**config.mk**
```make
export PLATFORM = sky130hd
export DESIGN_NAME = instruction_fetch_unit_flat
export DESIGN_NICKNAME = d
export VERILOG_FILES = /design/src/rtl/instruction_fetch_unit_if.sv /design/src/rtl/instruction_fetch_unit.sv /design/src/flat_wrapper.sv
export SDC_FILE = /design/constraint.sdc
export NUM_CORES = 1
export LEC_CHECK = 0
export BUFFER_PORTS_ARGS = -buffer_cell sky130_fd_sc_hd__buf_2
export CORE_AREA = 2 2 110 85
export DETAILED_ROUTE_END_ITERATION = 7
export DIE_AREA = 0 0 112 87
export PLACE_DENSITY = 0.83
export SETUP_SLACK_MARGIN = 0.2
export SLEW_MARGIN = 15
export SYNTH_ARGS = -nofsm -noshare
export SYNTH_HDL_FRONTEND = slang
export SYNTH_SLANG_ARGS = --single-unit
```
**constraint.sdc**
```tcl
create_clock -name clk -period 2.2 [get_ports clk]
set_input_delay 0.11 -clock clk [delete_from_list [all_inputs] [get_ports clk]]
set_output_delay 0.11 -clock clk [all_outputs]
set_load 0.02 [all_outputs]
```
**src/rtl/instruction_fetch_unit_if.sv**
```systemverilog
// rtl/instruction_fetch_unit_if.sv - memory read port between the fetch unit and instruction memory
interface instruction_fetch_unit_if;
    logic [31:0] mem_addr;
    logic        mem_rd_en;
    logic [31:0] mem_rdata;
    logic        mem_ready;

    modport master (
        output mem_addr,
        output mem_rd_en,
        input  mem_rdata,
        input  mem_ready
    );

    modport slave (
        input  mem_addr,
        input  mem_rd_en,
        output mem_rdata,
        output mem_ready
    );
endinterface

```
**src/rtl/instruction_fetch_unit.sv**
```systemverilog
// rtl/instruction_fetch_unit.sv - RV32I fetch stage: reads the word at pc, holds it in the IR, flags faults
module instruction_fetch_unit #(
    parameter int unsigned TIMEOUT     = 15,
    parameter logic [31:0] RESET_INSTR = 32'h0000_0013
) (
    input  logic                            clk,
    input  logic                            rst,
    input  logic [31:0]                     i_pc,
    input  logic                            i_fetch_req,
    instruction_fetch_unit_if.master        mem,
    output logic [31:0]                     o_ir,
    output logic [6:0]                      o_opcode,
    output logic [2:0]                      o_func3,
    output logic [4:0]                      o_rd,
    output logic [4:0]                      o_rs1,
    output logic [4:0]                      o_rs2,
    output logic                            o_ir_valid,
    input  logic                            i_ir_consume,
    output logic                            o_busy,
    output logic [1:0]                      o_fault,
    input  logic                            i_fault_clear
);
    typedef enum logic [1:0] {
        ST_IDLE  = 2'd0,
        ST_REQ   = 2'd1,
        ST_HOLD  = 2'd2,
        ST_FAULT = 2'd3
    } state_t;

    localparam logic [7:0] TIMEOUT_CNT = TIMEOUT[7:0];
    localparam logic [1:0] FAULT_NONE  = 2'b00;
    localparam logic [1:0] FAULT_ALIGN = 2'b01;
    localparam logic [1:0] FAULT_TMO   = 2'b10;

    state_t      r_state,    w_next_state;
    logic [31:0] r_mem_addr, w_mem_addr;
    logic        r_rd_en,    w_rd_en;
    logic [31:0] r_ir,       w_ir;
    logic        r_ir_valid, w_ir_valid;
    logic [1:0]  r_fault,    w_fault;
    logic [7:0]  r_cnt,      w_cnt;
    logic        r_busy;
    logic [7:0]  w_cnt_inc;

    assign w_cnt_inc = r_cnt + 8'd1;

    always_ff @(posedge clk or posedge rst) begin
        if (rst) begin
            r_state    <= ST_IDLE;
            r_mem_addr <= 32'd0;
            r_rd_en    <= 1'b0;
            r_ir       <= RESET_INSTR;
            r_ir_valid <= 1'b0;
            r_fault    <= FAULT_NONE;
            r_cnt      <= 8'd0;
            r_busy     <= 1'b0;
        end else begin
            r_state    <= w_next_state;
            r_mem_addr <= w_mem_addr;
            r_rd_en    <= w_rd_en;
            r_ir       <= w_ir;
            r_ir_valid <= w_ir_valid;
            r_fault    <= w_fault;
            r_cnt      <= w_cnt;
            r_busy     <= (w_next_state == ST_REQ) || (w_next_state == ST_HOLD);
        end
    end

    always_comb begin
        w_next_state = r_state;
        w_mem_addr   = r_mem_addr;
        w_rd_en      = r_rd_en;
        w_ir         = r_ir;
        w_ir_valid   = r_ir_valid;
        w_fault      = r_fault;
        w_cnt        = r_cnt;
        case (r_state)
            ST_IDLE: begin
                if (i_fetch_req) begin
                    if (i_pc[1:0] == 2'b00) begin
                        w_mem_addr   = i_pc;
                        w_rd_en      = 1'b1;
                        w_cnt        = 8'd0;
                        w_next_state = ST_REQ;
                    end else begin
                        w_fault      = FAULT_ALIGN;
                        w_next_state = ST_FAULT;
                    end
                end
            end
            ST_REQ: begin
                // A response in the same cycle as the last allowed wait beats the timeout.
                if (mem.mem_ready) begin
                    w_ir         = mem.mem_rdata;
                    w_ir_valid   = 1'b1;
                    w_rd_en      = 1'b0;
                    w_cnt        = 8'd0;
                    w_next_state = ST_HOLD;
                end else if (w_cnt_inc == TIMEOUT_CNT) begin
                    w_rd_en      = 1'b0;
                    w_fault      = FAULT_TMO;
                    w_cnt        = 8'd0;
                    w_next_state = ST_FAULT;
                end else begin
                    w_cnt = w_cnt_inc;
                end
            end
            ST_HOLD: begin
                if (i_ir_consume) begin
                    w_ir_valid   = 1'b0;
                    w_next_state = ST_IDLE;
                    if (i_fetch_req) begin
                        if (i_pc[1:0] == 2'b00) begin
                            w_mem_addr   = i_pc;
                            w_rd_en      = 1'b1;
                            w_cnt        = 8'd0;
                            w_next_state = ST_REQ;
                        end else begin
                            w_fault      = FAULT_ALIGN;
                            w_next_state = ST_FAULT;
                        end
                    end
                end
            end
            ST_FAULT: begin
                w_rd_en    = 1'b0;
                w_ir_valid = 1'b0;
                if (i_fault_clear) begin
                    w_fault      = FAULT_NONE;
                    w_next_state = ST_IDLE;
                end
            end
            default: w_next_state = ST_IDLE;
        endcase
    end

    assign mem.mem_addr  = r_mem_addr;
    assign mem.mem_rd_en = r_rd_en;
    assign o_ir          = r_ir;
    assign o_ir_valid    = r_ir_valid;
    assign o_fault       = r_fault;
    assign o_busy        = r_busy;
    assign o_opcode      = r_ir[6:0];
    assign o_func3       = r_ir[14:12];
    assign o_rd          = r_ir[11:7];
    assign o_rs1         = r_ir[19:15];
    assign o_rs2         = r_ir[24:20];
endmodule

```
**src/flat_wrapper.sv**
```systemverilog
// flat-port wrapper written by rule: the top's interface ports become plain ports
module instruction_fetch_unit_flat 
#(
    parameter int unsigned TIMEOUT     = 15,
    parameter logic [31:0] RESET_INSTR = 32'h0000_0013
)
  (clk, rst, i_pc, i_fetch_req, o_ir, o_opcode, o_func3, o_rd, o_rs1, o_rs2, o_ir_valid, i_ir_consume, o_busy, o_fault, i_fault_clear, mem_mem_addr, mem_mem_rd_en, mem_mem_rdata, mem_mem_ready);
  instruction_fetch_unit_if mem_i ();
  input  logic clk;
  input  logic rst;
  input  logic [31:0] i_pc;
  input  logic i_fetch_req;
  output logic [31:0] o_ir;
  output logic [6:0] o_opcode;
  output logic [2:0] o_func3;
  output logic [4:0] o_rd;
  output logic [4:0] o_rs1;
  output logic [4:0] o_rs2;
  output logic o_ir_valid;
  input  logic i_ir_consume;
  output logic o_busy;
  output logic [1:0] o_fault;
  input  logic i_fault_clear;
  output wire logic [$bits(mem_i.mem_addr)-1:0] mem_mem_addr;
  output wire logic [$bits(mem_i.mem_rd_en)-1:0] mem_mem_rd_en;
  input wire logic [$bits(mem_i.mem_rdata)-1:0] mem_mem_rdata;
  input wire logic [$bits(mem_i.mem_ready)-1:0] mem_mem_ready;
  assign mem_mem_addr = mem_i.mem_addr;
  assign mem_mem_rd_en = mem_i.mem_rd_en;
  assign mem_i.mem_rdata = mem_mem_rdata;
  assign mem_i.mem_ready = mem_mem_ready;
  instruction_fetch_unit #(.TIMEOUT(TIMEOUT), .RESET_INSTR(RESET_INSTR)) u_core (.clk(clk), .rst(rst), .i_pc(i_pc), .i_fetch_req(i_fetch_req), .mem(mem_i), .o_ir(o_ir), .o_opcode(o_opcode), .o_func3(o_func3), .o_rd(o_rd), .o_rs1(o_rs1), .o_rs2(o_rs2), .o_ir_valid(o_ir_valid), .i_ir_consume(i_ir_consume), .o_busy(o_busy), .o_fault(o_fault), .i_fault_clear(i_fault_clear));
endmodule
```
After elaboration in Yosys (flattened, before gate mapping)
Cells that the tools add are included.
- register bits: 79
- input bits: 70
- output and inout port bits: 94
- logic and storage cells: 67
- add/sub/neg operators: 1
- equal/unequal tests: 12
- multiplexer cells: 34
- reduce and logical (&&, ||, !) cells: 12
- operator list (kind ; count):
    $mux 32 ; 3
    $pmux 32 s2 ; 1
    $mux 8 ; 5
    $mux 2 ; 13
    $pmux 8 s3 ; 1
    $pmux 2 s4 ; 2
    $add 8x1->8 const B ; 1
    $eq 8x4->1 const B ; 1
    $ne 2x2->1 const B ; 4
    $reduce_and 2->1 ; 4
    $mux 1 ; 7
    $eq 2x2->1 const B ; 3
    $reduce_bool 3->1 ; 2
    $eq 2x1->1 const B ; 2
    $logic_not 2->1 ; 2
    $pmux 1 s4 ; 1
    $reduce_and 4->1 ; 1
    $ne 3x2->1 const B ; 1
    $pmux 1 s3 ; 1
    $reduce_and 3->1 ; 1
    $ne 2x1->1 const B ; 1
    $reduce_bool 2->1 ; 1
    $logic_or 1x1->1 ; 1

Logic depth before layout (Yosys ltp)
Gate-level depths: netlist (run 1).
- depth in word-level cells: 7
- mapped depth: 7
- mapped depth without buffers: 7

Least setup slack after synthesis (run 1)
No wires, ideal clock.
- path kind: flip-flop to flip-flop
- from: register u_core.r_cnt[0]
- to: register u_core.r_cnt[3]
- library setup time: 124 ps
- data arrival time: 1791 ps
- required time: 2076 ps
- setup slack: 285 ps
- cell stages (with the launch flop): 8
- buffers on the path: 0
- clock period less this slack: 1915 ps
- cell sequence: dfrtp_1 > inv_1 > ha_1 > or4b_1 > a211o_1 > o21ai_2 > nor3_1 > a211o_1
- word-level cells in the longest chain between the ends: 5
- RTL lines (what ; RTL line ; source):
    start: declaration ; instruction_fetch_unit.sv:41 ; logic [7:0] r_cnt, w_cnt;
    start signal: assignment ; instruction_fetch_unit.sv:64 ; r_cnt <= w_cnt;
    $add 8x1->8 (*) ; instruction_fetch_unit.sv:45 ; assign w_cnt_inc = r_cnt + 8'd1;
    $eq 8x4->1 ; instruction_fetch_unit.sv:99 ; end else if (w_cnt_inc == TIMEOUT_CNT) begin
    $mux 8 (*) ; instruction_fetch_unit.sv:99 ;
    $mux 8 (*) ; instruction_fetch_unit.sv:93 ; if (mem.mem_ready) begin
    $pmux 8 s3 (*) ; instruction_fetch_unit.sv:77 ; case (r_state)
Every way passes the cells marked *; elsewhere a longest branch is shown, timed or not.
A chain may end at the register's enable or synchronous reset.

Worst setup path in the final report (run 1)
Same ends and word-level chain as after synthesis.

==> summary.md, run 1 <==
| Metric | Value |
|---|---|
| Maximum root-to-sink buffer count | `2` |
| Syn avg cell area | `around 11 sq um` |
| Synth Warn # | `0` |
| Most numerous cell in the Yosys netlist | `nand2_1` |
| Share of layout cells above drive strength 1 | `44.7%` |
| Leakage | `about 2.7 nW` |
| Cell variety after synth | `36` |
| Multi-input logic area | `around 1200 sq um` |
| Largest net degree at the start of global routing | `50` |
| Pwr dens | `between 1000 and 1500 nW/um^2` |
| Total grt overflow | `0` |
| Vias per inst | `between 4 and 5` |
| First-pass GRT wire length | `between 10 and 15 mm` |
| DPL Wire Length | `~5.7 mm` |
| CTS tree | `yes` |
| Post-route cell area | `approximately 5000 sq um` |
| Post-Route Skew | `between 5 and 6 ps` |
| Initial Util | `about two fifths` |
| Worst Setup Start Kind | `register` |
| Final net count | `around 580` |
| Number of synthesized flops with an enable pin | `0` |
| Worst-margin pin slew | `roughly 670 ps` |
| Top cell type's share of synthesized area | `between 50% and 60%` |
| Ant diodes | `0` |
| WL met1 | `3.41 mm` |
| Final Power | `0.00710 W` |
| Max transition margin | `between 50% and 60%` |
| Hold Vio Cnt, Final | `0` |
| WL met3 | `about 670 microns` |
| GP Congestion | `between 0.7 and 0.8` |
| Setup_tns | `0 ps` |
| Iteration-0 DRC Markers | `~100` |
| Row count | `30` |
| Post-DRT Antenna Nets | `0` |
| Type of the tightest min-delay check | `in2reg` |
| Met2 WL | `4.21 mm` |
| Highest metal layer with signal wires | `met4` |
| Final setup violation count | `0` |
| Final min period | `roughly 2000 ps` |
| Die H | `a little under 90 microns` |
| Core Box Area | `~8800 sq um` |
| Worst setup EP type | `register` |
| Most area-hungry cell type in the Yosys netlist | `dfrtp_1` |
| Worst vdd ir | `about 0.0010 V` |
| Tot GR Track Use | `between 10% and 20%` |
| Clock H-tree levels | `3` |
| R2r setup slk | `approximately 200 ps` |
| CTS buffer count | `9` |
| Post-synthesis async set-or-reset flop share | `between 90% and 100%` |
| Clock transition at path regs | `60 ps` |
| Critical Path RT | `approximately 2400 ps` |
| Total wire length | `8.49 mm` |
| WL/cell | `about 14 microns` |
| Worst Path Max Fanout | `4` |
| Largest cells by area after synthesis | `dfrtp_1 (56%), nand2_1 (12%), mux2_2 (10%)` |
| Synth-to-layout area growth | `46.7%` |
| Status | `finished clean` |
| Antenna violations before repair | `0` |
| Seq/Total Area, Yosys | `58.3%` |
| Worst path arrival time | `~2200 ps` |
| Clock latency on the worst-skew pair | `approximately 330 ps` |
| RSZ-0062 raised after global routing | `true` |
| Post-synth net total | `between 300 and 400` |
| Post-synthesis cell count | `approximately 320` |
| Commonest cells in the synthesized netlist | `nand2_1 (106), dfrtp_1 (76), mux2_2 (30)` |
| Crit path kind | `reg2reg` |
| Root Driver | `clkbuf_16` |
| Dpl cell area | `4180 sq um` |
| Clk sinks | `just under 80` |
| Primary FF master, synth | `dfrtp_1` |
| FMAX | `~500 MHz` |
| Vias in the first global route | `2890` |
| DR vias | `a little under 3k` |
| Crit share post-route | `between 90% and 100%` |
| Max_cap viols | `0` |
| # port buffers | `between 150 and 200` |
| Synthesized area | `about 3400 sq um` |
| Layout fillers | `around 720` |
| 1st-pass router iterations | `4` |
| Die ar. | `approximately 10000 sq um` |
| Synthesized flop and latch total | `79` |
| Fin. max-slew vios | `0` |
| Io pins | `about 160` |
| DR DRC count | `0` |
| Die boundary width | `about 110 microns` |
| Util after Layout | `a little under three fifths` |
| Register area | `just under 2000 sq um` |
flip-flops by register name (all words and copies together), names as in the netlist:
| register | cells |
|---|---|
| u_core.mem.mem_rd_en | 1 |
| u_core.o_busy | 1 |
| u_core.r_state | 2 |
| u_core.o_ir | 32 |
| u_core.r_cnt | 8 |
| u_core.o_fault | 2 |
| u_core.mem.mem_addr | 32 |
| u_core.o_ir_valid | 1 |
worst max-delay path, stage by stage (launching register included):
cell and delay (ps):
dfrtp_1 400, inv_1 70, ha_1 130, or4b_4 450, a211o_4 310, o21ai_4 210
nor2_2 50, a211o_1 260
worst paths after layout:
kind / startpoint / end / cells past startpoint
max: u_core.r_cnt[0] / u_core.r_cnt[3] / 7
min: mem_mem_rdata[16] / u_core.o_ir[16] / 3
max reg2reg: u_core.r_cnt[0] / u_core.r_cnt[3] / 7
min reg2reg: u_core.o_ir[26] / u_core.o_ir[26] / 2
max in group asynchronous: rst / u_core.o_ir[7] / 4
min in group asynchronous: rst / u_core.mem.mem_addr[17] / 3
placed cells by master (no fill, tap or decap), types with 3 or more instances in the layout:
cell	netlist	routed
buf_2	4	163
nand2_1	106	106
dfrtp_1	76	76
dlygate4sd3_1	0	43
mux2_2	30	30
o21ai_0	13	13
clkbuf_16	0	9
nor2_1	10	7
inv_1	6	5
nand3_1	4	4
a21oi_1	4	4
buf_4	25	4
a22o_1	3	3
dfstp_2	3	3
final cells by class:
cell class                 instances  area share [%]
inverter                           6           0.528
clock inverter                     4            1.41
tap                              112            2.81
timing repair buffer             212            26.4
sequential                        79            39.8
multi-input combinational        199            24.1
clock buffer                      12            4.95
per-stage QoR:
step | worst slack [ps] | cells | hold WS (ps)
after floorplan | 285 | 321 | 193
after global placement | 226 | 563 | 237
after detailed placement | 158 | 563 | 239
after CTS | 162 | 622 | 0.930
after global routing | 134 | 624 | 8.56
final | 204 | 624 | 14.4
logic make-up (layout without fill, tap and decap cells):
group,after synthesis,count (layout),share of synthesized area [%]
compound gates,32,32,6.56
flops,79,79,58.3
buf+inv,43,234,7.70
fa+ha+maj,2,2,0.737
simple gates,132,132,15.9
mux,30,30,9.95
xor+xnor,3,3,0.774
where the power goes:
group | internal, W | leakage [nW] | switching, W
registers | 0.00209 | 0.983 | 0.000415
logic | 0.00113 | 1.52 | 0.00191
clock network | 0.00102 | 0.157 | 0.000530
total | 0.00424 | 2.66 | 0.00286
per-layer routing:
metal,vias to the layer above,track usage (%)
li1,1395,-
met1,1349,21.2
met2,146,30.5
met3,13,5.78
met4,0,8.09
met5,-,0
repair_timing:
item	CTS	global route
hold buffers	43	0
resized for setup	0	7
pin swaps	1	3
setup endpoints to repair	4	6
setup buffers	0	2
endpoints found under the hold margin	69	0
Note: power is estimated with default switching activity, not from simulation.
==> run 2: changes to the inputs <==
==> constraint.sdc (replaced) <==
create_clock -name clk -period 2.2 [get_ports clk]
set_input_delay 0.44 -clock clk [delete_from_list [all_inputs] [get_ports clk]]
set_output_delay 0.44 -clock clk [all_outputs]
set_load 0.02 [all_outputs]
==> run 2 against run 1 <==
  * Count of clock-buffer cells in the layout fell by 2
  * Highest routed layer unchanged
  * Wire length is 11% lower
  * Via count down 7.3%
  * Largest power group unchanged
  * Sequential share of layout area up 3.7 points
  * Clock skew shrank 0.95 ps
  * Non-clock buffer count down 38
==> summary.md, run 2 (synthesized netlist as in run 1, its figures left out) <==
| Metric | Value |
|---|---|
| Status | `finished clean` |
| Die H | `87 microns (unchanged)` |
| Layout fillers | `776 (+8.4%)` |
| Worst path arrival time | `2200 ps (about the same)` |
| Vias per inst | `4.59 (-1.3%)` |
| CTS buffer count | `9 (unchanged)` |
| Pwr dens | `1540 nW/um^2 (+7.8%)` |
| Commonest non-fill, non-tap cell in the layout | `buf_2` |
| Worst Setup Start Kind | `register` |
| # port buffers | `163 (unchanged)` |
| Crit share post-route | `90.0% (-0.74 points)` |
| Worst setup EP type | `register` |
| Tot GR Track Use | `15.8% (-2.1 points)` |
| Final Power | `0.00700 W (-1.4%)` |
| Core Box Area | `8780 sq um (unchanged)` |
| Hold Vio Cnt, Final | `0 (unchanged)` |
| Clock H-tree levels | `3 (unchanged)` |
| Worst Path Max Fanout | `4 (unchanged)` |
| First-pass GRT wire length | `12.2 mm (-11%)` |
| WL met1 | `3.06 mm (-10%)` |
| RSZ-0062 raised after global routing | `true` |
| Reg power frac | `35.2% (about the same)` |
| Die boundary width | `112 microns (unchanged)` |
| DPL Wire Length | `5.72 mm (+0.51%)` |
| Maximum root-to-sink buffer count | `2 (unchanged)` |
| Row count | `30 (unchanged)` |
| Leakage | `2.49 nW (-6.5%)` |
| Sw Ratio | `40.4% (+0.10 points)` |
| Hold_ws | `299 ps (+285 ps)` |
| Root Driver | `clkbuf_16` |
| Final setup violation count | `0 (unchanged)` |
| Largest net degree at the start of global routing | `34 (-32%)` |
| Clock power share | `21.9% (about the same)` |
| Initial Util | `38.6% (unchanged)` |
| R2r setup slk | `220 ps (+20 ps)` |
| Antenna violations before repair | `0 (unchanged)` |
| Vias in the first global route | `2675 (-7.4%)` |
| R2R cell count | `8 (+1)` |
| Hold depth | `3 (unchanged)` |
| Highest metal layer with signal wires | `met4` |
| Setup_tns | `0 ps (unchanged)` |
| Final min period | `1980 ps (-16.2 ps)` |
| 1st-pass router iterations | `4 (unchanged)` |
| DR DRC count | `0 (unchanged)` |
| Post-route cell area | `4560 sq um (-8.5%)` |
| Post-Route Skew | `4.94 ps (-0.953 ps)` |
| Share of layout cells above drive strength 1 | `48.5% (+3.8 points)` |
| Io pins | `164 (unchanged)` |
| Final net count | `541 (-6.6%)` |
| Post-DRT Antenna Nets | `0 (unchanged)` |
| GP Congestion | `0.776 (-1.1%)` |
| Max transition margin | `61.7% (+6.3 points)` |
| Pint | `0.00418 W (-1.6%)` |
| Clk sinks | `79 (unchanged)` |
| DR vias | `2691 (-7.3%)` |
| Worst-margin pin slew | `571 ps (-96.9 ps)` |
| WL met3 | `674 microns (+0.15%)` |
| Total wire length | `7.56 mm (-11%)` |
| Worst vdd ir | `0.000800 V (-23%)` |
| Switching pwr | `0.00283 W (-1.1%)` |
| Combinational fraction of design power | `42.8% (about the same)` |
| Total grt overflow | `0 (unchanged)` |
| Critical Path RT | `2420 ps (about the same)` |
| Most frequent cells in the layout | `buf_2 (163), nand2_1 (106), dfrtp_1 (76), mux2_2 (30), o21ai_0 (13)` |
| Clock latency on the worst-skew pair | `330 ps (about the same)` |
| Iteration-0 DRC Markers | `145 (+39%)` |
| Type of the tightest min-delay check | `in2reg` |
| Synth-to-layout area growth | `34.2%` |
| WL/cell | `12.9 microns (-5.2%)` |
| Fin. max-slew vios | `0 (unchanged)` |
| Max_cap viols | `0 (unchanged)` |
| FMAX | `505 MHz (+0.82%)` |
| Met2 WL | `3.68 mm (-13%)` |
| Crit path kind | `reg2reg` |
| Ant diodes | `0 (unchanged)` |
| Die ar. | `9740 sq um (unchanged)` |
| Clock transition at path regs | `60 ps (about the same)` |
| Dpl cell area | `4200 sq um (+0.42%)` |
| CTS tree | `yes` |
==> run 2: power by group through the flow <==
stage / Clock, W / Sequential (W) / Combinational [W]
after floorplan: 0 / 0.00316 / 0.00149
after global placement: 0 / 0.00245 / 0.00295
after detailed placement: 0 / 0.00248 / 0.00301
after CTS: 0.00158 / 0.00247 / 0.00301
after global routing: 0.00165 / 0.00255 / 0.00325
final: 0.00154 / 0.00247 / 0.00300
==> run 2: cell type report <==
class	instances	area (sq um)	share of cell area (%)
clock buffers	10	229	5.03
clock inverters	6	85.1	1.87
inverters	6	26.3	0.577
multi-input cells	199	1180	25.9
flip-flops and latches	79	1980	43.5
well taps	112	140	3.08
repair buffers	174	913	20.0
==> run 2: path summary, 6_finish.rpt <==
check / startpoint / endpoint
worst max-delay path: u_core.r_cnt[0] / u_core.r_cnt[2]
worst min-delay path: mem_mem_rdata[0] / u_core.o_ir[0]
worst max register to register: u_core.r_cnt[0] / u_core.r_cnt[2]
worst min register to register: u_core.o_ir[26] / u_core.o_ir[26]
max in group asynchronous: rst / u_core.mem.mem_addr[2]
min in group asynchronous: rst / u_core.o_ir[27]
==> run 2: layer usage <==
metal	up-vias	track usage, %
met5	-	0
met4	0	6.54
met3	12	5.78
met2	134	28.0
met1	1230	17.5
li1	1315	-
==> run 2: per-stage QoR <==
step | worst slack [ps] | util [%] | std cells
after floorplan | 285 | - | 321
after global placement | 202 | 47.8 | 567
after detailed placement | 169 | 47.8 | 567
after CTS | 169 | 51.6 | 584
after global routing | 108 | 51.9 | 586
final | 220 | 51.9 | 586
==> run 2: critical path, stage by stage (launching register included) <==
cell and delay (ps):
dfrtp_1 410, inv_1 70, ha_1 130, or4b_1 430
a211o_1 310, o21ai_4 190, buf_4 140, a21oi_1 40
a21o_1 150
==> run 2: timing repair <==
action	4_1_cts	5_1_grt
endpoints found under the setup margin	4	7
hold buffers	1	0
hold endpoints to repair	1	0
gates resized for setup	1	2
pin swaps	1	3
setup buffers	0	2
==> run 3: changes to the inputs <==
==> constraint.sdc (replaced) <==
create_clock -name clk -period 1.75 [get_ports clk]
set_input_delay 0.35 -clock clk [delete_from_list [all_inputs] [get_ports clk]]
set_output_delay 0.35 -clock clk [all_outputs]
set_load 0.02 [all_outputs]
==> run 3 against run 2 <==
  * The run now ends with negative setup slack left
  * Flip-flop and latch count unchanged
  * Cell count increased by 2.2%
  * Combinational power increased by 31%
  * Via count increased by 4.0%
  * First-iteration DRC count increased by 18%
  * Highest routed layer unchanged
==> summary.md, run 3 (synthesized netlist as in run 1, its figures left out) <==
| Metric | Value |
|---|---|
| Max_cap viols | `0 (unchanged)` |
| Final min period | `1950 ps (-31.1 ps)` |
| Worst setup EP type | `register` |
| Violated checks | `negative setup slack` |
| Placed insts | `576 (+1.6%)` |
| Pwr dens | `1920 nW/um^2 (+25%)` |
| Tot GR Track Use | `16.6% (+0.75 points)` |
| Die H | `87 microns (unchanged)` |
| First-pass GRT wire length | `12.8 mm (+4.7%)` |
| Clk sinks | `79 (unchanged)` |
| Worst Setup Start Kind | `register` |
| Reg power frac | `34.7% (-0.5 points)` |
| DP Worst Slack | `-190 ps (-359 ps)` |
| Post-Route Skew | `7.63 ps (+2.69 ps)` |
| DR vias | `2798 (+4.0%)` |
| Vias per inst | `4.67 (+1.7%)` |
| Row count | `30 (unchanged)` |
| Core Box Area | `8780 sq um (unchanged)` |
| Vias in the first global route | `2771 (+3.6%)` |
| Clock power share | `21.3% (-0.6 points)` |
| CTS tree | `yes` |
| Critical Path Most Common Cell | `a211o_1` |
| Ant diodes | `0 (unchanged)` |
| Worst setup margin | `-199 ps (-419 ps)` |
| Worst-margin pin slew | `341 ps (-230 ps)` |
| Post-DRT Antenna Nets | `0 (unchanged)` |
| Initial Util | `38.6% (unchanged)` |
| Root Driver | `clkbuf_16` |
| Final net count | `554 (+2.4%)` |
| Critical Path RT | `1960 ps (-460 ps)` |
| Leakage | `2.56 nW (+3.0%)` |
| Die boundary width | `112 microns (unchanged)` |
| Crit path kind | `reg2reg` |
| Antenna violations before repair | `0 (unchanged)` |
| Maximum root-to-sink buffer count | `2 (unchanged)` |
| Worst path arrival time | `2160 ps (-40 ps)` |
| Status | `finished, violations left` |
| Post-Layout Cell Count | `599 (+2.2%)` |
| DPL Wire Length | `5.96 mm (+4.2%)` |
| DR DRC count | `0 (unchanged)` |
| Clock latency on the worst-skew pair | `330 ps (about the same)` |
| Total grt overflow | `0 (unchanged)` |
| Worst Path Max Fanout | `4 (unchanged)` |
| 1st-pass router iterations | `4 (unchanged)` |
| Worst vdd ir | `0.00105 V (+31%)` |
| Type of the tightest min-delay check | `in2reg` |
| Hold_ws | `212 ps (-87.6 ps)` |
| Clock transition at path regs | `60 ps (about the same)` |
| Io pins | `164 (unchanged)` |
| FMAX | `513 MHz (+1.6%)` |
| RSZ-0062 raised after global routing | `true` |
| Share of layout cells above drive strength 1 | `50.9% (+2.4 points)` |
| Setup_tns | `-991 ps (-991 ps)` |
| GP Congestion | `0.780 (+0.50%)` |
| WL/cell | `13.3 microns (+3.1%)` |
| Total wire length | `7.96 mm (+5.3%)` |
| Hold Vio Cnt, Final | `0 (unchanged)` |
| Largest stage delay on the critical path | `440 ps (about the same)` |
| Sw Ratio | `40.1% (-0.29 points)` |
| Synth-to-layout area growth | `37.1%` |
| Pint | `0.00535 W (+28%)` |
| Fin. max-slew vios | `0 (unchanged)` |
| Clock H-tree levels | `3 (unchanged)` |
| Largest net degree at the start of global routing | `33 (-2.9%)` |
| Combinational fraction of design power | `44.0% (+1.2 points)` |
| Slowest-stage cell, CP | `or4b_4` |
| Iteration-0 DRC Markers | `171 (+18%)` |
| Final setup violation count | `9 (+9)` |
| Crit-path cells | `inv_1 > ha_1 > or4b_4 > a211o_1 > o21ai_2 > nor2_1 > a211o_1` |
| Max transition margin | `77.1% (+15 points)` |
| Commonest non-fill, non-tap cell in the layout | `buf_2` |
| Most frequent cells in the layout | `buf_2 (163), nand2_1 (106), dfrtp_1 (74), mux2_2 (30), buf_4 (21)` |
| Crit share post-route | `111% (+21 points)` |
| # port buffers | `163 (unchanged)` |
| Switching pwr | `0.00358 W (+27%)` |
| CTS buffer count | `9 (unchanged)` |
| Die ar. | `9740 sq um (unchanged)` |
## run 3: worst max-delay path, delay by kind of cell (launching register included)
family	cells	cell delay [ps]
buf+inv	1	60
compound gates	3	720
flops	1	400
fa+ha+maj	1	130
simple gates	2	510
## run 3: cell type report
class                      count  area [sq um]
clock buffer                  13           270
multi-input combinational    199          1180
clock inverter                 3          40.0
inverter                       6          26.3
fill                         785          4130
timing repair buffer         187          1020
sequential                    79          1980
tap                          112           140
## run 3: what timing repair did
action	4_1_cts	5_1_grt
pin swaps	1	0
hold buffers	1	0
buffers inserted	1	5
endpoints found under the hold margin	1	0
setup endpoints to repair	40	42
resized for setup	7	6
## run 3: power by group through the flow
stage / sequential (W) / clock, W / combinational [W]
after floorplan: 0.00397 / 0 / 0.00189
after global placement: 0.00309 / 0 / 0.00374
after detailed placement: 0.00313 / 0 / 0.00382
after CTS: 0.00312 / 0.00196 / 0.00384
after global routing: 0.00320 / 0.00203 / 0.00427
final: 0.00310 / 0.00190 / 0.00393
## run 3: through the flow
stage	cell area (sq um)	power (W)	util (%)
floorplan	3420	0.00586	-
global placement	4260	0.00683	48.5
detailed placement	4260	0.00695	48.5
CTS	4600	0.00892	52.3
global route	4650	0.00950	53.0
finish	4650	0.00893	53.0
## run 3: layer usage
metal,track usage [%],wire length [microns],part of all wire (%)
met5,0,0,0
met4,6.65,151,1.9
met3,5.22,684,8.6
met2,28.6,3930,49
met1,19.6,3200,40
## run 3: final timing paths
path | start | endpoint | slack [ps] | depth (start not counted)
worst max-delay path | u_core.r_cnt[0] | u_core.r_cnt[3] | -200 | 7
worst min-delay path | mem_mem_rdata[4] | u_core.o_ir[4] | 210 | 3
worst max register to register | u_core.r_cnt[0] | u_core.r_cnt[3] | -200 | 7
worst min register to register | u_core.o_ir[31] | u_core.o_ir[31] | 470 | 2
max in group asynchronous | rst | u_core.o_ir[1] | 760 | 4
min in group asynchronous | rst | u_core.mem.mem_addr[29] | 450 | 3
